==> src/rtl/dual_datapath_dispatcher_if.sv <==
// Fetch-side and decode-side signal bundle for the scalar/vector dispatcher.
// The master modport is the fetch/decode environment; the dispatcher uses the slave modport.
interface dual_datapath_dispatcher_if #(
  parameter int N     = 24,
  parameter int DEPTH = 4
);
  localparam int CW = $clog2(DEPTH + 1);

  logic          in_valid;
  logic [N-1:0]  in_instruction;
  logic          in_ready;
  logic          flush;
  logic          scalar_stall;
  logic          vector_stall;
  logic [N-1:0]  scalar_instr;
  logic          scalar_valid;
  logic [N-1:0]  vector_instr;
  logic          vector_valid;
  logic [CW-1:0] scalar_count;
  logic [CW-1:0] vector_count;

  modport master (
    output in_valid, in_instruction, flush, scalar_stall, vector_stall,
    input  in_ready, scalar_instr, scalar_valid, vector_instr, vector_valid,
           scalar_count, vector_count
  );

  modport slave (
    input  in_valid, in_instruction, flush, scalar_stall, vector_stall,
    output in_ready, scalar_instr, scalar_valid, vector_instr, vector_valid,
           scalar_count, vector_count
  );
endinterface

==> src/rtl/dual_datapath_dispatcher.sv <==
// Classifies fetch words as scalar or vector and queues each class in its own FIFO,
// feeding a registered output per datapath that advances under its own stall.
module dual_datapath_dispatcher #(
  parameter int             N           = 24,
  parameter int             DEPTH       = 4,
  parameter logic [7:0]     VEC_OP_MASK = 8'b0000_0111,
  parameter logic [N-1:0]   DNT_WORD    = 24'h100004
) (
  input  logic                        clk,
  input  logic                        rst,
  dual_datapath_dispatcher_if.slave   bus
);
  localparam int CW = $clog2(DEPTH + 1);
  localparam int PW = $clog2(DEPTH);
  localparam logic [CW-1:0] FULL = CW'(DEPTH);

  logic [2:0]          w_opcode;
  logic                w_vbit;
  logic                w_is_vec;
  logic                w_ready;
  logic [1:0]          w_push;
  logic [1:0]          w_stall;
  logic [1:0][CW-1:0]  w_count;
  logic [1:0][N-1:0]   w_instr;
  logic [1:0]          w_valid;

  assign w_opcode = bus.in_instruction[N-1:N-3];
  assign w_vbit   = bus.in_instruction[N-4];
  assign w_is_vec = w_vbit & VEC_OP_MASK[w_opcode];

  // Readiness looks only at the target FIFO's current count, so a same-cycle pop never frees a slot.
  assign w_ready  = ~bus.flush & (w_count[w_is_vec] != FULL);
  assign w_push[0] = bus.in_valid & w_ready & ~w_is_vec;
  assign w_push[1] = bus.in_valid & w_ready &  w_is_vec;
  assign w_stall   = {bus.vector_stall, bus.scalar_stall};

  // Index 0 is the scalar datapath, index 1 the vector datapath.
  generate
    for (genvar gi = 0; gi < 2; gi++) begin : g_path
      logic [N-1:0]  r_mem [DEPTH];
      logic [PW-1:0] r_rd;
      logic [PW-1:0] r_wr;
      logic [CW-1:0] r_count;
      logic [N-1:0]  r_instr;
      logic          r_valid;
      logic          w_empty;
      logic          w_pop;

      assign w_empty = (r_count == '0);
      assign w_pop   = ~bus.flush & ~w_stall[gi] & ~w_empty;

      always_ff @(posedge clk) begin
        if (w_push[gi]) begin
          r_mem[r_wr] <= bus.in_instruction;
        end
      end

      always_ff @(posedge clk or negedge rst) begin
        if (!rst) begin
          r_rd    <= '0;
          r_wr    <= '0;
          r_count <= '0;
        end else if (bus.flush) begin
          r_rd    <= '0;
          r_wr    <= '0;
          r_count <= '0;
        end else begin
          if (w_push[gi]) begin
            r_wr <= r_wr + 1'b1;
          end
          if (w_pop) begin
            r_rd <= r_rd + 1'b1;
          end
          if (w_push[gi] && !w_pop) begin
            r_count <= r_count + 1'b1;
          end else if (!w_push[gi] && w_pop) begin
            r_count <= r_count - 1'b1;
          end
        end
      end

      // Output only ever loads from the FIFO head; a fresh push is not visible until the next edge.
      always_ff @(posedge clk or negedge rst) begin
        if (!rst) begin
          r_instr <= DNT_WORD;
          r_valid <= 1'b0;
        end else if (bus.flush) begin
          r_instr <= DNT_WORD;
          r_valid <= 1'b0;
        end else if (!w_stall[gi]) begin
          if (!w_empty) begin
            r_instr <= r_mem[r_rd];
            r_valid <= 1'b1;
          end else begin
            r_instr <= DNT_WORD;
            r_valid <= 1'b0;
          end
        end
      end

      assign w_count[gi] = r_count;
      assign w_instr[gi] = r_instr;
      assign w_valid[gi] = r_valid;
    end
  endgenerate

  assign bus.in_ready     = w_ready;
  assign bus.scalar_instr = w_instr[0];
  assign bus.scalar_valid = w_valid[0];
  assign bus.scalar_count = w_count[0];
  assign bus.vector_instr = w_instr[1];
  assign bus.vector_valid = w_valid[1];
  assign bus.vector_count = w_count[1];
endmodule
==> src/flat_wrapper.sv <==
// flat-port wrapper written by rule: the top's interface ports become plain ports
module dual_datapath_dispatcher_flat 
#(
  parameter int             N           = 24,
  parameter int             DEPTH       = 4,
  parameter logic [7:0]     VEC_OP_MASK = 8'b0000_0111,
  parameter logic [N-1:0]   DNT_WORD    = 24'h100004
)
  (clk, rst, bus_in_valid, bus_in_instruction, bus_flush, bus_scalar_stall, bus_vector_stall, bus_in_ready, bus_scalar_instr, bus_scalar_valid, bus_vector_instr, bus_vector_valid, bus_scalar_count, bus_vector_count);
  dual_datapath_dispatcher_if #(.N(N), .DEPTH(DEPTH)) bus_i ();
  input  logic clk;
  input  logic rst;
  input wire logic [$bits(bus_i.in_valid)-1:0] bus_in_valid;
  input wire logic [$bits(bus_i.in_instruction)-1:0] bus_in_instruction;
  input wire logic [$bits(bus_i.flush)-1:0] bus_flush;
  input wire logic [$bits(bus_i.scalar_stall)-1:0] bus_scalar_stall;
  input wire logic [$bits(bus_i.vector_stall)-1:0] bus_vector_stall;
  output wire logic [$bits(bus_i.in_ready)-1:0] bus_in_ready;
  output wire logic [$bits(bus_i.scalar_instr)-1:0] bus_scalar_instr;
  output wire logic [$bits(bus_i.scalar_valid)-1:0] bus_scalar_valid;
  output wire logic [$bits(bus_i.vector_instr)-1:0] bus_vector_instr;
  output wire logic [$bits(bus_i.vector_valid)-1:0] bus_vector_valid;
  output wire logic [$bits(bus_i.scalar_count)-1:0] bus_scalar_count;
  output wire logic [$bits(bus_i.vector_count)-1:0] bus_vector_count;
  assign bus_i.in_valid = bus_in_valid;
  assign bus_i.in_instruction = bus_in_instruction;
  assign bus_i.flush = bus_flush;
  assign bus_i.scalar_stall = bus_scalar_stall;
  assign bus_i.vector_stall = bus_vector_stall;
  assign bus_in_ready = bus_i.in_ready;
  assign bus_scalar_instr = bus_i.scalar_instr;
  assign bus_scalar_valid = bus_i.scalar_valid;
  assign bus_vector_instr = bus_i.vector_instr;
  assign bus_vector_valid = bus_i.vector_valid;
  assign bus_scalar_count = bus_i.scalar_count;
  assign bus_vector_count = bus_i.vector_count;
  dual_datapath_dispatcher #(.N(N), .DEPTH(DEPTH), .VEC_OP_MASK(VEC_OP_MASK), .DNT_WORD(DNT_WORD)) u_core (.clk(clk), .rst(rst), .bus(bus_i));
endmodule
==> config.mk <==
export PLATFORM = sky130hd
export DESIGN_NAME = dual_datapath_dispatcher_flat
export DESIGN_NICKNAME = d
export VERILOG_FILES = /design/src/rtl/dual_datapath_dispatcher_if.sv /design/src/rtl/dual_datapath_dispatcher.sv /design/src/flat_wrapper.sv
export SDC_FILE = /design/constraint.sdc
export NUM_CORES = 1
export LEC_CHECK = 0
export BUFFER_PORTS_ARGS = -buffer_cell sky130_fd_sc_hd__buf_2
export CAP_MARGIN = 0
export CORE_ASPECT_RATIO = 1.75
export CORE_MARGIN = 2
export CORE_UTILIZATION = 56
export CTS_BUF_LIST = sky130_fd_sc_hd__clkbuf_4 sky130_fd_sc_hd__clkbuf_8 sky130_fd_sc_hd__clkbuf_16
export CTS_CLUSTER_DIAMETER = 150
export DETAILED_ROUTE_END_ITERATION = 10
export GPL_ROUTABILITY_DRIVEN = 0
export GPL_TIMING_DRIVEN = 0
export PLACE_DENSITY = 0.76
export SLEW_MARGIN = 20
export SYNTH_ARGS = -nofsm -noshare
export SYNTH_HDL_FRONTEND = slang
export SYNTH_SLANG_ARGS = --single-unit
==> constraint.sdc <==
create_clock -name clk -period 3.6 [get_ports clk]
set_input_delay 0.54 -clock clk [delete_from_list [all_inputs] [get_ports clk]]
set_output_delay 0.54 -clock clk [all_outputs]
set_load 0.03 [all_outputs]
After elaboration in Yosys (flattened, before gate mapping) --
Memory sizes are Yosys's and may differ from the RTL's. Index checks and enable logic that the tools add are counted.
Cells by class: order comparisons 2, eq/ne operators 3, divide/modulo/power cells 0, bitwise gates (word level) 15, add/subtract/negate cells 8, multipliers 0, muxes and demuxes 33, shift-type cells 0, reductions and logical operators 16
Operators by type and width (count):
- 2-to-1 mux 24 bit | 6
- 2-to-1 mux 3 bit | 8
- 2-to-1 mux 2 bit | 8
- 2-to-1 mux 1 bit | 11
- bitwise AND 1 bit | 9
- adder 2 x 1 -> 2 bit, second input constant | 4
- nonzero test 2 bit | 4
- adder 3 x 1 -> 3 bit, second input constant | 2
- zero test 3 bit | 2
- inverter 1 bit | 6
- nonzero test 3 bit | 2
- subtractor 3 x 1 -> 3 bit, second input constant | 2
- logical AND 1 bit | 4
- zero test 1 bit | 4
- less-than comparator 3 x 4 -> 1 bit, second input constant | 1
- inequality test 2 bit, second input constant | 2
- inequality test 3 bit, second input constant | 1
- less-than comparator 1 x 2 -> 1 bit, second input constant | 1
Storage, ports and cells: output and inout bits 57, ROM bits 8, register bits 64, bits in latches 0, memories 3, memory bits (writable) 192, input port bits 30, word-level logic and storage cells 90
Memories:
- u_core.g_path[0].r_mem | depth 4, width 24, read ports 1, clocked after Yosys merged registers in 0, wr ports 1, line dual_datapath_dispatcher.sv:40 | logic [N-1:0] r_mem [DEPTH];
- u_core.g_path[1].r_mem | depth 4, width 24, read ports 1, clocked after Yosys merged registers in 0, wr ports 1, line dual_datapath_dispatcher.sv:40
- (name not given) | depth 8, width 1, read ports 1, clocked after Yosys merged registers in 0, wr ports 0, line dual_datapath_dispatcher.sv:29 | assign w_is_vec = w_vbit & VEC_OP_MASK[w_opcode];

Depth between registers and ports, before layout --
Gate-level depths: netlist (run 1).
depth after elaboration 14, mapped depth 9, gate-level depth less buffers 8

Worst setup path before layout (run 1) --
OpenSTA, ideal clock, no wires.
path kind input port to flip-flop, from in bus_vector_stall, to reg u_core.g_path[1].r_count[2], in the netlist u_core.bus.vector_count[2], path buffers 2, library setup time 74 ps, arrival time 2198 ps, required time 3526 ps, stages on the path 8, path slack 1328 ps, path through clkbuf_1 or3_1 buf_2 nand2_1 inv_1 fa_1 mux4_2 o21ai_2
On the way: longest elaborated chain between the ends 7, elaborated cells on any way between the ends 9, those cells by class 2 x mux; 3 x bitwise; 4 x reduce/logical
RTL lines:
- from (decl) | line flat_wrapper.sv:17 | input wire logic [$bits(bus_i.vector_stall)-1:0] bus_vector_stall;
- inverter 1 bit * | line dual_datapath_dispatcher.sv:50 | assign w_pop = ~bus.flush & ~w_stall[gi] & ~w_empty;
- bitwise AND 1 bit * (2 in a row) | line dual_datapath_dispatcher.sv:50
- zero test 1 bit | line dual_datapath_dispatcher.sv:74 | if (w_push[gi] && !w_pop) begin
- logical AND 1 bit | line dual_datapath_dispatcher.sv:74
- 2-to-1 mux 3 bit | line dual_datapath_dispatcher.sv:74
- 2-to-1 mux 3 bit | line dual_datapath_dispatcher.sv:63 | end else if (bus.flush) begin
- to (signal assigned) | line dual_datapath_dispatcher.sv:75 | r_count <= r_count + 1'b1;
- to (signal assigned) | line dual_datapath_dispatcher.sv:77 | r_count <= r_count - 1'b1;
- to (decl) | line dual_datapath_dispatcher.sv:43 | logic [CW-1:0] r_count;
Mark *: on every way between the ends. The rest lies on a longest branch, timed or not. A chain may end at the register's enable or synchronous reset.

Final worst setup path (run 1) --
from in bus_flush, to out bus_in_ready
On the way: longest elaborated chain between the ends 2
RTL lines:
- from (decl) | line flat_wrapper.sv:15 | input wire logic [$bits(bus_i.flush)-1:0] bus_flush;
- inverter 1 bit | line dual_datapath_dispatcher.sv:32 | assign w_ready = ~bus.flush & (w_count[w_is_vec] != FULL);
- bitwise AND 1 bit | line dual_datapath_dispatcher.sv:32
- to (decl) | line flat_wrapper.sv:18 | output wire logic [$bits(bus_i.in_ready)-1:0] bus_in_ready;
No other way between the ends.

==> impl_metrics.xml, run 1 <==
<?xml version="1.0" encoding="UTF-8"?>
<metrics>
  <group name="setup_path">
    <metric name="crit_path_max_fanout" unit="">10</metric>
    <metric name="setup.worst_path.end_class" unit="">output port</metric>
    <metric name="cp.required" unit="ns">3.06</metric>
    <metric name="critical_path_buf_inv_count" unit="">4</metric>
    <metric name="worstSetupPathType" unit="">in2out</metric>
    <metric name="timing.critical_path.from" unit="">bus_flush</metric>
    <metric name="cpMostUsedCell" unit="">sky130_fd_sc_hd__buf_2</metric>
    <metric name="reg2reg_from" unit="">u_core.bus.vector_count[0]</metric>
    <metric name="critical_path.cell_chain" unit="">buf_2 -&gt; clkbuf_1 -&gt; buf_1 -&gt; a21oi_1 -&gt; buf_2</metric>
    <metric name="critical_path.top_delay_family" unit="">buffers and inverters</metric>
    <metric name="critical-path-max-stage-delay" unit="ns">0.44</metric>
    <metric name="crit_path_start_kind" unit="">primary input</metric>
    <metric name="timing.critical_path.slowest_stage_cell" unit="">sky130_fd_sc_hd__buf_1</metric>
    <metric name="cp.arrival" unit="ns">1.88</metric>
  </group>
  <group name="pwr">
    <metric name="design_power_total" unit="mW">6.76</metric>
    <metric name="power.clock.fraction" unit="%">36.8</metric>
    <metric name="power_density" unit="nW/µm²">604</metric>
    <metric name="max-vdd-ir-drop" unit="mV">0.460</metric>
    <metric name="internal_power" unit="mW">5.12</metric>
    <metric name="power.switching_fraction" unit="%">24.3</metric>
    <metric name="portion_of_total_power_attributed_to_sequential_cells" unit="%">49.8</metric>
    <metric name="p_sw" unit="mW">1.64</metric>
    <metric name="pwr-share-comb" unit="%">13.4</metric>
    <metric name="cellLeakagePower" unit="nW">4.14</metric>
  </group>
  <group name="logic_synthesis">
    <metric name="syn_avg_cell_area" unit="µm²">20.4</metric>
    <metric name="yosys_warning_count" unit="">0</metric>
    <metric name="largest_cells_by_area_after_synthesis" unit="">sky130_fd_sc_hd__edfxtp_1, sky130_fd_sc_hd__dfrtp_1, sky130_fd_sc_hd__mux4_2</metric>
    <metric name="synth_sequential_area_ratio" unit="%">76.3</metric>
    <metric name="synth.lib_cells_used.distinct" unit="">36</metric>
    <metric name="synth_seq_cells" unit="">256</metric>
    <metric name="synth_largest_area_cell" unit="">sky130_fd_sc_hd__edfxtp_1</metric>
    <metric name="postSynthCellCount" unit="">475</metric>
    <metric name="synthesis.area" unit="µm²">9670</metric>
    <metric name="synth_top_area_share" unit="%">59.6</metric>
    <metric name="synth_nets" unit="">515</metric>
  </group>
  <group name="drt">
    <metric name="vias_per_cell" unit="">5.96</metric>
    <metric name="number_of_vias_in_the_routed_layout" unit="">4944</metric>
    <metric name="final_antenna_net_count" unit="">0</metric>
    <metric name="drt_iter0_markers" unit="">369</metric>
    <metric name="firstDrtPassIters" unit="">7</metric>
    <metric name="average_wire_length_per_cell_after_detail_routing" unit="µm">24.4</metric>
    <metric name="route.detailed.drc" unit="">0</metric>
    <metric name="drt-total-wl" unit="µm">20300</metric>
  </group>
  <group name="sta">
    <metric name="grt_setup_unrepaired" unit="">false</metric>
    <metric name="final_max_slew_viol_count" unit="">0</metric>
    <metric name="setup_viol" unit="">0</metric>
    <metric name="max_slew.worst_pin.slew" unit="ns">0.800</metric>
    <metric name="finalHoldViolations" unit="">0</metric>
    <metric name="achievable-frequency" unit="MHz">414</metric>
    <metric name="post_route_minimum_period" unit="ns">2.42</metric>
    <metric name="finalCritPeriodShare" unit="%">67.1</metric>
    <metric name="slew_headroom" unit="%">46.7</metric>
    <metric name="clock_skew" unit="ns">0.0121</metric>
    <metric name="tns" unit="ns">0</metric>
  </group>
  <group name="clock_network">
    <metric name="post_cts.repair.setup_buffers" unit="">0</metric>
    <metric name="cts.clk_slew.worst_paths" unit="ns">0.07</metric>
    <metric name="post_cts_hold_buffer_count" unit="">1</metric>
    <metric name="cts_root_buffer" unit="">sky130_fd_sc_hd__clkbuf_16</metric>
    <metric name="h-tree-depth" unit="">1</metric>
    <metric name="cts_buffer_depth" unit="">3</metric>
    <metric name="ctsResizeCount" unit="">0</metric>
    <metric name="cts-buffers-inserted" unit="">22</metric>
    <metric name="worstSkewPairLatency" unit="ns">0.50</metric>
    <metric name="numClockSinks" unit="">256</metric>
    <metric name="cts_tree" unit="">built</metric>
  </group>
  <group name="min_path">
    <metric name="hold_class" unit="">in2reg</metric>
    <metric name="min-delay-start" unit="">bus_in_instruction[13]</metric>
  </group>
  <group name="floorplan">
    <metric name="design.core.area" unit="µm²">16900</metric>
    <metric name="die_height" unit="µm">178</metric>
    <metric name="top_level_ports" unit="">87</metric>
    <metric name="floorplan.rows" unit="">63</metric>
    <metric name="fp.dieArea" unit="µm²">18400</metric>
    <metric name="die_width" unit="µm">103</metric>
    <metric name="effective_utilization_at_floorplan" unit="%">57.0</metric>
  </group>
  <group name="finish">
    <metric name="layout-drive-gt1-share" unit="%">33.6</metric>
    <metric name="antenna_cells_inserted" unit="">0</metric>
    <metric name="nNetsFinal" unit="">626</metric>
    <metric name="fin_util" unit="%">66.0</metric>
    <metric name="layout-area-overhead-vs-synth" unit="%">15.8</metric>
  </group>
  <group name="place">
    <metric name="place.port_buffers" unit="">85</metric>
    <metric name="place.detailed.hpwl" unit="µm">12500</metric>
  </group>
  <group name="global_routing">
    <metric name="grt_antenna_before_repair" unit="">0</metric>
    <metric name="grt_use_total" unit="%">23.1</metric>
    <metric name="grt_pass1_wl" unit="µm">30700</metric>
    <metric name="grt_remaining_overflow" unit="">0</metric>
    <metric name="first_global_vias" unit="">5361</metric>
    <metric name="grt_start_max_net_pins" unit="">41</metric>
  </group>
  <group name="run_status">
    <metric name="outcome" unit="">completed</metric>
  </group>
  <group name="flow_run">
    <metric name="reported_max_cap_violation_count" unit="">0</metric>
  </group>
</metrics>
-- worst paths after layout --
path                       cells after the start  slack, ns                            end
setup / recovery                               5       1.18                   bus_in_ready
hold / removal                                 1       0.30  u_core.g_path[1].r_mem[1][13]
setup reg to reg                               7       1.39     u_core.bus.vector_count[2]
hold reg to reg                                2       0.47        u_core.bus.vector_valid
max in group asynchronous                      3       2.48     u_core.bus.scalar_instr[2]
min in group asynchronous                      2       0.50    u_core.bus.scalar_instr[21]
-- kinds of logic (layout without fill, tap and decap cells) --
logic type / Yosys count / after routing / share of synthesized area (%)
multiplexers: 51 / 51 / 11.8
adder cells (fa/ha/maj): 10 / 10 / 1.45
flip-flops: 256 / 256 / 76.3
AO/OA/AOI/OAI: 61 / 61 / 5.28
AND/OR/NAND/NOR: 54 / 54 / 3.11
XOR/XNOR: 7 / 7 / 0.634
buffers and inverters: 36 / 163 / 1.51
-- metrics by stage --
| stage | cells | worst slack, ns | cell area, µm² | hold WS (ns) |
|---|---|---|---|---|
| after CTS | 829 | 1.19 | 11200 | 0.277 |
| after floorplan | 475 | 1.33 | 9670 | 0.244 |
| after global placement | 787 | 0.558 | 10400 | 0.457 |
| after global routing | 829 | 1.05 | 11200 | 0.296 |
| final | 829 | 1.18 | 11200 | 0.298 |
| after detailed placement | 788 | 0.976 | 10400 | 0.462 |
-- layout make-up --
class                           count  area [µm²]
Timing Repair Buffer               87         458
Inverter                           10        37.5
Clock inverter                     11         140
Buffer                             26         109
Multi-Input combinational cell    183        2160
Tap cell                          227         284
Clock buffer                       29         633
Fill cell                        1105        5760
Sequential cell                   256        7370
-- power by group through the flow --
| stage | clock network (mW) | logic (mW) | registers [mW] |
|---|---|---|---|
| floorplan | 0 | 0.489 | 3.56 |
| global placement | 0 | 0.881 | 3.42 |
| detailed placement | 0 | 0.910 | 3.43 |
| CTS | 2.52 | 0.921 | 3.37 |
| global route | 2.62 | 0.976 | 3.38 |
| finish | 2.49 | 0.905 | 3.37 |
-- per-layer routing --
metal | routed length (µm) | GRT usage (%) | vias up
li1 | - | - | 2112
met1 | 7280 | 28.3 | 2579
met2 | 11100 | 41.3 | 211
met3 | 1350 | 3.82 | 42
met4 | 530 | 7.68 | 0
met5 | 0 | 0 | -
-- layout by cell type (no fill, tap or decap), types with 8 or more instances in the layout --
master                      count
sky130_fd_sc_hd__inv_1         10
sky130_fd_sc_hd__nor2_1        14
sky130_fd_sc_hd__buf_2         93
sky130_fd_sc_hd__a22o_1        44
sky130_fd_sc_hd__ha_1           8
sky130_fd_sc_hd__clkbuf_1      14
sky130_fd_sc_hd__dfrtp_1       60
sky130_fd_sc_hd__nand2_1        9
sky130_fd_sc_hd__and2_2         8
sky130_fd_sc_hd__mux4_2        50
sky130_fd_sc_hd__clkbuf_16     23
sky130_fd_sc_hd__edfxtp_1     192
-- Yosys cell counts, drive strengths merged --
| library cell | number |
|---|---|
| o21ai | 5 |
| nand3 | 3 |
| fa | 2 |
| edfxtp | 192 |
| nand3b | 1 |
| and2 | 9 |
| dfstp | 4 |
| xor2 | 4 |
| xnor2 | 3 |
| a21oi | 3 |
| o22a | 4 |
| nand2b | 3 |
| mux4 | 50 |
| o221a | 1 |
| dfrtp | 60 |
| a21o | 1 |
| and4b | 1 |
| a211oi | 3 |
| a22o | 44 |
| nor2b | 3 |
| nor2 | 14 |
| mux2i | 1 |
| nor3 | 7 |
| buf | 12 |
| ha | 8 |
| clkbuf | 14 |
| nor3b | 1 |
| inv | 10 |
| nand2 | 9 |
| or3b | 1 |
| or3 | 2 |
-- registers in the layout, indices dropped and copies added (netlist names) --
register,flops
u_core.g_path.r_mem,192
u_core.bus.scalar_instr,24
u_core.bus.vector_instr,24
u_core.g_path.r_rd,4
u_core.g_path.r_wr,4
u_core.bus.scalar_count,3
u_core.bus.vector_count,3
u_core.bus.scalar_valid,1
u_core.bus.vector_valid,1
No activity file was read; power rests on OpenSTA's default activity.
==> inputs of run 2 (changes only) <==
clock period = 2.3 ns   (was 3.6 ns; I/O delays follow)
==> run 2 against run 1 <==
Net effect: design area grew 0.12%; sequential power grew 56%; flip-flop and latch count is the same; worst setup slack lost 1.1 ns; register-to-register slack lost 1.3 ns; combinational power grew 57%; global-route usage is the same; cell count is the same; largest power group unchanged.
==> impl_metrics.xml, run 2 (synthesis gave the netlist of run 1 again) <==
<?xml version="1.0" encoding="UTF-8"?>
<metrics>
  <group name="run_status">
    <metric name="outcome" unit="">completed</metric>
  </group>
  <group name="floorplan">
    <metric name="die_width" unit="µm">103</metric>
    <metric name="top_level_ports" unit="">87</metric>
    <metric name="die_height" unit="µm">178</metric>
    <metric name="floorplan.rows" unit="">63</metric>
    <metric name="fp.dieArea" unit="µm²">18400</metric>
    <metric name="design.core.area" unit="µm²">16900</metric>
    <metric name="effective_utilization_at_floorplan" unit="%">57.0</metric>
  </group>
  <group name="drt">
    <metric name="final_antenna_net_count" unit="">0</metric>
    <metric name="route.detailed.drc" unit="">0</metric>
    <metric name="drt-total-wl" unit="µm">20300</metric>
    <metric name="vias_per_cell" unit="">5.96</metric>
    <metric name="firstDrtPassIters" unit="">5</metric>
    <metric name="average_wire_length_per_cell_after_detail_routing" unit="µm">24.5</metric>
    <metric name="drt_iter0_markers" unit="">389</metric>
    <metric name="number_of_vias_in_the_routed_layout" unit="">4937</metric>
  </group>
  <group name="sta">
    <metric name="grt_setup_unrepaired" unit="">true</metric>
    <metric name="clock_skew" unit="ns">0.0120</metric>
    <metric name="final_max_slew_viol_count" unit="">0</metric>
    <metric name="layout_setup_ws" unit="ns">0.0808</metric>
    <metric name="finalHoldWorstSlack" unit="ns">0.102</metric>
    <metric name="finalHoldViolations" unit="">0</metric>
    <metric name="finalCritPeriodShare" unit="%">96.5</metric>
    <metric name="max_slew.worst_pin.slew" unit="ns">0.804</metric>
    <metric name="post_route_minimum_period" unit="ns">2.22</metric>
    <metric name="setup_viol" unit="">0</metric>
    <metric name="slew_headroom" unit="%">46.4</metric>
    <metric name="achievable-frequency" unit="MHz">451</metric>
  </group>
  <group name="min_path">
    <metric name="hold_end" unit="">u_core.g_path[1].r_mem[1][13]</metric>
    <metric name="min-delay-start" unit="">bus_in_instruction[13]</metric>
    <metric name="hold_class" unit="">in2reg</metric>
    <metric name="min_delay_path_depth" unit="">1</metric>
  </group>
  <group name="setup_path">
    <metric name="critical_path.top_delay_family" unit="">simple AND/OR/NAND/NOR gates</metric>
    <metric name="rrSetupSlack" unit="ns">0.08</metric>
    <metric name="critical_path.cell_chain" unit="">or3b_4 -&gt; and4b_4 -&gt; nand2_1 -&gt; inv_1 -&gt; fa_1 -&gt; mux4_2 -&gt; o21ai_2</metric>
    <metric name="r2r-end" unit="">u_core.bus.vector_count[2]</metric>
    <metric name="critical-path-max-stage-delay" unit="ns">0.45</metric>
    <metric name="crit_path_start_kind" unit="">flop</metric>
    <metric name="timing.critical_path.from" unit="">u_core.bus.vector_count[0]</metric>
    <metric name="cp.arrival" unit="ns">2.64</metric>
    <metric name="critical_path_buf_inv_count" unit="">1</metric>
    <metric name="reg2reg_from" unit="">u_core.bus.vector_count[0]</metric>
    <metric name="setup.worst_path.end_class" unit="">flop</metric>
    <metric name="crit_path_max_fanout" unit="">6</metric>
    <metric name="cp.required" unit="ns">2.72</metric>
    <metric name="worstSetupPathType" unit="">reg2reg</metric>
    <metric name="timing.critical_path.slowest_stage_cell" unit="">sky130_fd_sc_hd__dfrtp_2</metric>
    <metric name="worst-r2r-cell-count" unit="">7</metric>
  </group>
  <group name="finish">
    <metric name="max_flop_register" unit="">u_core.g_path.r_mem</metric>
    <metric name="nNetsFinal" unit="">626</metric>
    <metric name="layout-drive-gt1-share" unit="%">34.2</metric>
    <metric name="fin_util" unit="%">66.1</metric>
    <metric name="layout-area-overhead-vs-synth" unit="%">15.9</metric>
    <metric name="layout.cell_area.non_filler" unit="µm²">11200</metric>
    <metric name="largest_register_ffs" unit="">192</metric>
    <metric name="antenna_cells_inserted" unit="">0</metric>
    <metric name="layout.cells.most_common_list" unit="">sky130_fd_sc_hd__edfxtp_1, sky130_fd_sc_hd__buf_2, sky130_fd_sc_hd__dfrtp_1</metric>
    <metric name="layout.cells.most_common" unit="">sky130_fd_sc_hd__edfxtp_1</metric>
  </group>
  <group name="clock_network">
    <metric name="cts_buffer_depth" unit="">3</metric>
    <metric name="cts.clk_slew.worst_paths" unit="ns">0.07</metric>
    <metric name="cts-buffers-inserted" unit="">22</metric>
    <metric name="cts_tree" unit="">built</metric>
    <metric name="h-tree-depth" unit="">1</metric>
    <metric name="worstSkewPairLatency" unit="ns">0.50</metric>
    <metric name="numClockSinks" unit="">256</metric>
    <metric name="cts_root_buffer" unit="">sky130_fd_sc_hd__clkbuf_16</metric>
  </group>
  <group name="global_routing">
    <metric name="grt_remaining_overflow" unit="">0</metric>
    <metric name="grt_start_max_net_pins" unit="">41</metric>
    <metric name="grt_use_total" unit="%">23.1</metric>
    <metric name="grt_pass1_wl" unit="µm">30700</metric>
    <metric name="first_global_vias" unit="">5361</metric>
    <metric name="grt_antenna_before_repair" unit="">0</metric>
  </group>
  <group name="pwr">
    <metric name="max-vdd-ir-drop" unit="mV">0.719</metric>
    <metric name="cellLeakagePower" unit="nW">4.14</metric>
    <metric name="power_density" unit="nW/µm²">945</metric>
  </group>
  <group name="flow_run">
    <metric name="reported_max_cap_violation_count" unit="">0</metric>
  </group>
  <group name="place">
    <metric name="placement.cell_area" unit="µm²">10400</metric>
    <metric name="place_worst_setup_slack" unit="ns">-0.129</metric>
    <metric name="place.port_buffers" unit="">85</metric>
    <metric name="place.detailed.hpwl" unit="µm">12500</metric>
  </group>
</metrics>
## run 2: cell types whose count changed in the layout (fill, tap and decap cells not counted)
cell                      before  now
sky130_fd_sc_hd__or3b_4        0    1
sky130_fd_sc_hd__dfrtp_2       0    2
sky130_fd_sc_hd__dfrtp_1      60   58
sky130_fd_sc_hd__and2_4        0    3
sky130_fd_sc_hd__and2_2        8    5
sky130_fd_sc_hd__or3b_1        1    0
sky130_fd_sc_hd__nor3_1        4    3
sky130_fd_sc_hd__nor3_2        3    4
## run 2: worst max path at each step
stage                                          endpoint  cells after the start
after floorplan              u_core.bus.vector_count[2]                      7
after global placement     u_core.g_path[1].r_mem[0][6]                      5
after detailed placement   u_core.g_path[1].r_mem[3][8]                      5
after CTS                 u_core.g_path[0].r_mem[3][10]                      4
after global routing         u_core.bus.vector_count[2]                      7
final                        u_core.bus.vector_count[2]                      7
## run 2: repair_timing
action / CTS / global route
setup buffers: 0 / 0
endpoints found under the setup margin: 0 / 31
gates resized for setup: 0 / 7
hold endpoints to repair: 24 / 0
hold buffers: 1 / 0
## run 2: final cells by class
class                      instances  area, µm²
multi-input combinational        183       2170
clock buffer                      29        633
inverter                          10       37.5
fill                            1106       5740
timing repair buffer              87        458
clock inverter                    11        140
tap                              227        284
sequential                       256       7370
buffer                            26        109
## run 2: metal layers
layer	GRT usage (%)	up-vias	wire length, µm
met2	41.3	199	11200
met5	0	-	0
met4	7.68	0	536
li1	-	2114	-
met1	28.3	2584	7290
met3	3.82	40	1290
## run 2: where the power goes
part / switching (mW) / internal, mW
clock: 1.60 / 2.29
sequential: 0.109 / 5.17
combinational: 0.848 / 0.569
total: 2.56 / 8.02
## run 2: metrics by stage
stage	power, mW	cells	setup TNS (ns)
detailed placement	6.79	788	-15.57
global route	10.9	829	-0.0995
CTS	10.7	829	0
global placement	6.74	787	-98.32
floorplan	6.34	475	0
finish	10.6	829	0
